## config.mk

```make
export PLATFORM = sky130hd
export DESIGN_NAME = fft_sample_framer
export DESIGN_NICKNAME = d
export VERILOG_FILES = /design/src/rtl/fft_sample_framer.sv
export SDC_FILE = /design/constraint.sdc
export NUM_CORES = 1
export LEC_CHECK = 0
export CAP_MARGIN = 30
export CORE_ASPECT_RATIO = 1.1
export CORE_MARGIN = 2
export CORE_UTILIZATION = 50
export DETAILED_ROUTE_END_ITERATION = 7
export DONT_BUFFER_PORTS = 1
export HOLD_SLACK_MARGIN = 0.08
export MAX_ROUTING_LAYER = met4
export SYNTH_ARGS = -nofsm -noshare
export SYNTH_HDL_FRONTEND = slang
export SYNTH_SLANG_ARGS = --single-unit
```

## constraint.sdc

```tcl
create_clock -name clk -period 3.6 [get_ports clk]
set_input_delay 0.72 -clock clk [delete_from_list [all_inputs] [get_ports clk]]
set_output_delay 0.72 -clock clk [all_outputs]
set_load 0.02 [all_outputs]
```

## src/rtl/fft_sample_framer.sv

```systemverilog
// Ping-pong sample framer: collects SAMPLES words per bank and presents a full
// bank to the FFT stage in bit-reversed order until the stage acknowledges it.
module fft_sample_framer #(
  parameter int SAMPLES = 4,
  parameter int WIDTH   = 32
) (
  input  logic             clk,
  input  logic             reset,
  input  logic [WIDTH-1:0] sample_in,
  input  logic             sample_valid,
  input  logic             frame_ack,
  output logic [WIDTH-1:0] frame_out [SAMPLES-1:0],
  output logic             frame_valid,
  output logic             overflow,
  output logic [15:0]      frame_count
);

  localparam int IDXW = $clog2(SAMPLES);

  logic [WIDTH-1:0] bank_q [2][SAMPLES];
  logic             wr_bank_q, wr_bank_d;
  logic [IDXW-1:0]  wr_idx_q, wr_idx_d;
  logic             rd_bank_q, rd_bank_d;
  logic [1:0]       bank_full_q, bank_full_d;
  logic             overflow_q, overflow_d;
  logic [15:0]      frame_count_q, frame_count_d;

  logic accept, ack_take, last;

  function automatic logic [IDXW-1:0] bitrev(input logic [IDXW-1:0] v);
    bitrev = '0;
    for (int unsigned b = 0; b < IDXW; b++) bitrev[b] = v[IDXW-1-b];
  endfunction

  // Accept and ack both look at pre-edge bank_full; they can never target the
  // same bank, so the two updates to bank_full_d never collide.
  always_comb begin
    accept        = sample_valid && !bank_full_q[wr_bank_q];
    ack_take      = frame_ack && bank_full_q[rd_bank_q];
    last          = (wr_idx_q == IDXW'(SAMPLES - 1));
    wr_bank_d     = wr_bank_q;
    wr_idx_d      = wr_idx_q;
    rd_bank_d     = rd_bank_q;
    bank_full_d   = bank_full_q;
    overflow_d    = overflow_q;
    frame_count_d = frame_count_q;
    if (accept) begin
      wr_idx_d = wr_idx_q + 1'b1;
      if (last) begin
        bank_full_d[wr_bank_q] = 1'b1;
        wr_bank_d              = ~wr_bank_q;
      end
    end else if (sample_valid) begin
      overflow_d = 1'b1;
    end
    if (ack_take) begin
      bank_full_d[rd_bank_q] = 1'b0;
      rd_bank_d              = ~rd_bank_q;
      frame_count_d          = frame_count_q + 16'd1;
    end
  end

  always_ff @(posedge clk) begin
    if (reset) begin
      wr_bank_q     <= 1'b0;
      wr_idx_q      <= '0;
      rd_bank_q     <= 1'b0;
      bank_full_q   <= '0;
      overflow_q    <= 1'b0;
      frame_count_q <= '0;
      for (int unsigned b = 0; b < 2; b++)
        for (int unsigned i = 0; i < SAMPLES; i++)
          bank_q[b][i] <= '0;
    end else begin
      wr_bank_q     <= wr_bank_d;
      wr_idx_q      <= wr_idx_d;
      rd_bank_q     <= rd_bank_d;
      bank_full_q   <= bank_full_d;
      overflow_q    <= overflow_d;
      frame_count_q <= frame_count_d;
      if (accept) bank_q[wr_bank_q][wr_idx_q] <= sample_in;
    end
  end

  always_comb begin
    for (int unsigned k = 0; k < SAMPLES; k++)
      frame_out[k] = bank_q[rd_bank_q][bitrev(IDXW'(k))];
  end

  assign frame_valid = bank_full_q[rd_bank_q];
  assign overflow    = overflow_q;
  assign frame_count = frame_count_q;

endmodule

```

* After elaboration in Yosys (flattened, before gate mapping) *
Memories as Yosys holds them, arrays and structs flattened. A register that Yosys moved wholly into a read port is not among the register bits.
Cells that the tools add are included.

operators by class
  equal/unequal tests = 1
  add/sub/neg operators = 2
  mux-type cells = 23
  reductions and logical operators = 9
  $lt $le $gt $ge = 6
  bitwise operators = 7

operators by type and width
  kind                     number
  $mux W128                3
  $reduce_or A128 Y1       1
  $demux W32 S2            1
  $mux W32                 1
  $add A16 B1 Y16 const B  1
  $mux W1                  13
  $mux W2                  3
  $logic_and A1 B1 Y1      5
  $lt A1 B2 Y1 const B     2
  $reduce_and A2 Y1        2
  $ge A3 B3 Y1 const B     1
  $lt A3 B1 Y1 const B     1
  $not A1 Y1               3
  $not A2 Y3               1
  $add A2 B1 Y2 const B    1
  $and A2 B2 Y2            1
  $demux W1 S1             2
  $eq A2 B2 Y1 const B     1
  $ge A1 B1 Y1 const B     2
  $not A2 Y2               1
  $or A2 B2 Y2             1
  $logic_not A1 Y1         1

storage, ports and cells
  bits in writable memories = 256
  register bits after elaboration = 23
  output and inout port bits = 146
  memories = 1
  input port bits = 36
  logic and storage cells = 55

memory list
  memory  depth  bits a word  read ports  clocked after memory_dff  wr ports  line  RTL
  bank_q  2      128          1           1                         2         20    logic [WIDTH-1:0] bank_q [2][SAMPLES];

* Depth between registers and ports, before layout *
Gate-level depths: netlist of the first run.

  word-level depth = 9
  mapped depth = 6
  gate-level depth less buffers = 5

* Worst setup path after synthesis of the first run *
No wires, ideal clock.

  path kind = input to register
  from = input port reset
  to = memory bank_q[0][0] (netlist name) (enable)
  path slack = 0.758 ns
  setup time = 0.388 ns
  arrival time = 2.454 ns
  required time = 3.212 ns
  stages on the path = 4
  buffers on the path = 2
  path through = buf_2 -> nor4b_1 -> clkbuf_1 -> a21o_1

RTL lines
  what         line  RTL
  from (decl)  8     input logic reset,
  to (decl)    20

==> results.sh, run 1 <==
export IMPL_ys_async_sr_fraction=0
export IMPL_grt_usage=0.2163
export IMPL_cts_setup_buffers=0
export IMPL_p_per_area_nw_per_um2=542.8
export IMPL_synth_main_ff_cell="edfxtp_1"
export IMPL_die_h_um=164.4
export IMPL_clk_pin_slew_ps=60
export IMPL_leakage_nw=5.037
export IMPL_relSlewSlack=0.3551
export IMPL_synthToLayoutAreaGrowth_pct=10.20
export IMPL_drt_wirelength_per_cell_um=24.47
export IMPL_cts_root_buffer="clkbuf_16"
export IMPL_final_nets=794
export IMPL_post_route_min_period_ps=2867
export IMPL_cts_max_path_buffers=3
export IMPL_ys_seq_area_frac=0.6989
export IMPL_fillers=1849
export IMPL_grt_pass1_vias=6517
export IMPL_wirelength_um=26280
export IMPL_num_vias=6253
export IMPL_coreArea_um2=22930
export IMPL_ys_warn_count=0
export IMPL_syn_avg_cell_area_um2=15.34
export IMPL_pre_cts_slack_ps=1039
export IMPL_crit_path_end_kind="primary output"
export IMPL_cp_num_buf_inv=1
export IMPL_cp_cell_sequence="buf_4 > mux2_2"
export IMPL_setup_worst_path_class="flip-flop to primary output"
export IMPL_fp_dieArea_um2=24620
export IMPL_topRoutingLayerUsed="met4"
export IMPL_arrival_ps=2150
export IMPL_place_congestion=0.7648
export IMPL_ant_nets=0
export IMPL_synth_edf_count=256
export IMPL_cts_resized_gates=0
export IMPL_setup_tns_ps=0
export IMPL_grt_max_degree=66
export IMPL_cts_buffers=28
export IMPL_max_cap_violations=0
export IMPL_synth_top_area_cell="edfxtp_1"
export IMPL_dr_pass1_iters=5
export IMPL_grt_overflow_total=0
export IMPL_htreeDepth=1
export IMPL_die_width_um=149.8
export IMPL_synth_area_um2=11690
export IMPL_vias_per_cell=5.822
export IMPL_portBuffers=0
export IMPL_cp_start_kind="flip-flop"
export IMPL_cp_top_family="flip-flops"
export IMPL_dp_hpwl_um=16050
export IMPL_cts_sinks=280
export IMPL_fin_worst_skew_ps=8.352
export IMPL_synth_top_area_frac=0.6577
export IMPL_drc=0
export IMPL_wl_met2_um=13150
export IMPL_grt_pass1_wl_um=39080
export IMPL_tightest_slew_ps=958.5
export IMPL_max_freq_ghz=0.3488
export IMPL_drive_above_1_share=0.2494
export IMPL_cts_tree="built"
export IMPL_postLayoutCoreUtil=0.5617
export IMPL_status="complete, no violations"
export IMPL_boundaryPins=182
export IMPL_holdCritStartpoint="reset"
export IMPL_clock_latency_ps=530
export IMPL_wl_met1_um=10320
export IMPL_row_count=58
export IMPL_initial_core_util=0.5097
export IMPL_final_hold_violation_count=0
export IMPL_min_path_type="input port to flip-flop"
export IMPL_required_ps=2880
export IMPL_synth_distinct_cells=33
export IMPL_final_cell_mix="edfxtp_1, and3_1, mux2_2, and2_1, clkbuf_16"
export IMPL_rsz0062_at_grt="no"
export IMPL_drt_initial_drc_count=332
export IMPL_r2r_start="wr_idx_q[0]$_SDFFE_PP0N_"
export IMPL_ys_seq_elements=280
export IMPL_final_common_cell="edfxtp_1"
export IMPL_setup_viol=0
export IMPL_maxSlewViolCount=0
export IMPL_antenna_found_initial=0
export IMPL_synth_area_leaders="edfxtp_1, mux2_2, and3_1"
export IMPL_finalWorstSetupSlack_ps=733.4
export IMPL_crit_fanout=39
export IMPL_ctsHoldBuffers=0
export IMPL_min_period_over_period=0.7963
export IMPL_critPathMaxStageDelay_ps=600
export IMPL_antenna_cells=0
export IMPL_cpMaxStageDelayCell="dfxtp_4"
export IMPL_met3WireLength_um=2198
export IMPL_synth_cells=762
export IMPL_syn_nets=803
export IMPL_max_vdd_ir_drop_uv=407.6
## Yosys cell counts (all sizes together), types with 3 or more instances
cell and number:
dfxtp 24, or3 3, nor2 17, nand3 7
xor2 4, inv 7, a21o 7, o21ai 3
and2 64, a21oi 8, nor3 7, xnor2 7
mux2i 3, nor4b 3, and3 130, nand4 6
nand2 7, ha 5, edfxtp 256, clkbuf 50
mux2 128
## final timing paths
check / cells after the start / to / slack, ps
hold / removal: 1 / frame_count[13]$_SDFFE_PP0P_ / 250
hold reg to reg: 2 / bank_full_q[0]$_SDFF_PP0_ / 550
setup reg to reg: 6 / bank_q[1][30]$_DFFE_PP_ / 1110
setup / recovery: 2 / frame_out[12] / 730
## power by group
part,leakage (nW),internal [mW],switching (mW)
combinational,1.78,0.135,0.373
clock,0.409,1.54,1.16
sequential,2.84,3.74,0.0487
total,5.04,5.41,1.58
## sequential cells by signal, indices dropped and copies added (netlist names), named ones only
signal and cells:
bank_q 256, frame_count 16, bank_full_q 2, wr_idx_q 2, overflow 1, rd_bank_q 1, wr_bank_q 1
## per-layer routing
metal,vias up,global-route usage
li1,2849,-
met1,3157,0.2584
met2,202,0.3628
met3,45,0.06167
met4,0,0.05789
met5,-,-
## through the flow
step / hold WS (ps) / std cells / total power, mW / area (um^2)
finish: 249.1 / 1074 / 6.992 / 12880
global route: 229.6 / 1074 / 7.212 / 12880
CTS: 233.5 / 1072 / 7.041 / 12840
detailed placement: 531.2 / 1021 / 4.368 / 12000
global placement: 522.7 / 1021 / 4.349 / 12000
floorplan: 507.9 / 762 / 4.216 / 11690
## final cells by class
cell class	instances	area, um^2	share of cell area
Clock buffer	37	755.7	0.05867
Clock inverter	14	87.58	0.006800
Inverter	7	26.28	0.002040
Multi-Input combinational cell	423	3328	0.2584
Sequential cell	280	8172	0.6344
Tap cell	300	375.4	0.02914
Timing Repair Buffer	13	135.1	0.01049
## kinds of logic (layout without fill, tap and decap cells)
family | count (synthesis) | in the layout | share of synthesized area
DFF | 280 | 280 | 0.6989
and+or+nand+nor | 252 | 252 | 0.1293
muxes | 131 | 131 | 0.1259
buffers and inverters | 59 | 71 | 0.01906
AOI/OAI and AO/OA | 24 | 24 | 0.01327
xor gates and xnor gates | 11 | 11 | 0.008243
adders and majority gates | 5 | 5 | 0.005353
Power figures use the tool's default switching activity.
==> run 2: changes to the inputs <==
- PLACE_DENSITY: not set -> 0.68
- clock period: 3.6 -> 2.5 ns (I/O delays scaled with it)
==> run 2 against run 1 <==
- power increased by 50%
- setup slack got worse by 590 ps
- critical path depth unchanged
==> results.sh, run 2 (synthesis gave the netlist of run 1 again) <==
export IMPL_status="complete, no violations"
export IMPL_drt_wirelength_per_cell_um=24.79
export IMPL_fp_dieArea_um2=24620
export IMPL_dr_pass1_iters=5
export IMPL_min_period_over_period=0.9418
export IMPL_boundaryPins=182
export IMPL_drt_initial_drc_count=364
export IMPL_crit_fanout=18
export IMPL_rsz0062_at_grt="no"
export IMPL_cts_resized_gates=0
export IMPL_setup_tns_ps=0
export IMPL_antenna_found_initial=0
export IMPL_fillers=1827
export IMPL_clk_pin_slew_ps=60
export IMPL_final_nets=812
export IMPL_grt_max_degree=101
export IMPL_r2r_slack_ps=380
export IMPL_required_ps=2000
export IMPL_cts_max_path_buffers=3
export IMPL_pwr_share_clk=0.405
export IMPL_max_freq_ghz=0.4247
export IMPL_portBuffers=0
export IMPL_cts_root_buffer="clkbuf_16"
export IMPL_relSlewSlack=0.3919
export IMPL_leakage_nw=5.188
export IMPL_grt_pass1_vias=6497
export IMPL_regMostFlops="bank_q"
export IMPL_drc=0
export IMPL_final_hold_violation_count=0
export IMPL_largest_reg_flops=256
export IMPL_arrival_ps=1850
export IMPL_p_seq_frac=0.520
export IMPL_ant_nets=0
export IMPL_drive_above_1_share=0.2711
export IMPL_p_switching_mw=2.347
export IMPL_p_total_mw=10.48
export IMPL_min_path_type="input port to flip-flop"
export IMPL_tightest_slew_ps=912.1
export IMPL_antenna_cells=0
export IMPL_cts_buffers=28
export IMPL_grt_overflow_total=0
export IMPL_cts_sinks=280
export IMPL_row_count=58
export IMPL_grt_usage=0.2219
export IMPL_clock_latency_ps=540
export IMPL_die_width_um=149.8
export IMPL_wirelength_um=27100
export IMPL_htreeDepth=1
export IMPL_place_congestion=0.7731
export IMPL_synthToLayoutAreaGrowth_pct=12.74
export IMPL_combPwrFrac=0.075
export IMPL_grt_pass1_wl_um=39680
export IMPL_p_int_mw=8.129
export IMPL_final_cell_mix="edfxtp_1, and3_1, mux2_2, and2_1, clkbuf_16"
export IMPL_num_vias=6394
export IMPL_cp_start_kind="flip-flop"
export IMPL_max_cap_violations=0
export IMPL_dp_hpwl_um=16440
export IMPL_initial_core_util=0.5097
export IMPL_setup_viol=0
export IMPL_p_per_area_nw_per_um2=795.0
export IMPL_netSwitchingFraction=0.2240
export IMPL_setup_worst_path_class="flip-flop to primary output"
export IMPL_post_route_min_period_ps=2355
export IMPL_max_vdd_ir_drop_uv=495.2
export IMPL_die_h_um=164.4
export IMPL_maxSlewViolCount=0
export IMPL_fin_worst_skew_ps=15.91
export IMPL_final_common_cell="edfxtp_1"
export IMPL_cts_tree="built"
export IMPL_vias_per_cell=5.850
export IMPL_coreArea_um2=22930
export IMPL_crit_path_end_kind="primary output"
[run 2: cell count changes in the layout (fill, tap and decap cells not counted), sizes merged]
cell         previous run  this run
clkbuf                 37        36
buf                    13        30
bufinv                  1         4
clkinv                 12        10
dlygate4sd3             0         1
clkinvlp                1         2
[run 2: worst paths after layout]
path | end | start | cells past startpoint
max reg2reg | bank_q[1][79]$_DFFE_PP_ | wr_idx_q[0]$_SDFFE_PP0N_ | 6
min | frame_count[1]$_SDFFE_PP0P_ | frame_ack | 2
min reg2reg | bank_full_q[0]$_SDFF_PP0_ | rd_bank_q$_SDFFE_PP0P_ | 2
max | frame_out[34] | flip-flop | 2
[run 2: metrics by stage]
step / std cells / hold slack [ps] / cell area [um^2] / util / setup slack [ps]
after global routing: 1093 / 135.3 / 13180 / 0.5746 / 36.72
final: 1093 / 129.6 / 13180 / 0.5746 / 145.4
after detailed placement: 1039 / 550.6 / 12230 / 0.5331 / 355.1
after floorplan: 762 / 507.9 / 11690 / - / 140.8
after global placement: 1038 / 517.1 / 12210 / 0.5326 / 154.1
after CTS: 1092 / 117.1 / 13170 / 0.5741 / 16.88
[run 2: area by class of cell]
| cell class | count | area [um^2] | share of cell area |
|---|---|---|---|
| flip-flops and latches | 280 | 8172 | 0.6202 |
| repair buffers | 31 | 342.8 | 0.02602 |
| well taps | 300 | 375.4 | 0.02849 |
| inverters | 7 | 26.28 | 0.001994 |
| multi-input cells | 423 | 3331 | 0.2528 |
| clock buffers | 36 | 752.0 | 0.05707 |
| clock inverters | 16 | 177.7 | 0.01348 |
[run 2: metal layers]
metal  GRT usage  share of wire
met3     0.05444          0.076
met1      0.2824           0.40
met5           -              0
met2      0.3630           0.51
met4     0.05189          0.015
[run 2: power by group through the flow]
stage | Sequential (mW) | Combinational (mW) | Clock (mW)
6_report | 5.45 | 0.787 | 4.24
5_1_grt | 5.47 | 0.834 | 4.47
4_1_cts | 5.45 | 0.797 | 4.30
3_5_place_dp | 5.55 | 0.789 | 0
3_3_place_gp | 5.54 | 0.767 | 0
2_1_floorplan | 5.52 | 0.552 | 0
[run 2: worst max-delay path, stage by stage, from the launching register on]
cell	delay, ps
dfxtp_4	530
buf_4	340
mux2_2	440
[run 2: what timing repair did]
item / in CTS / in global routing
hold buffers: 1 / 0
buffers inserted: 0 / 1
hold endpoints to repair: 22 / 0
setup endpoints to repair: 0 / 18
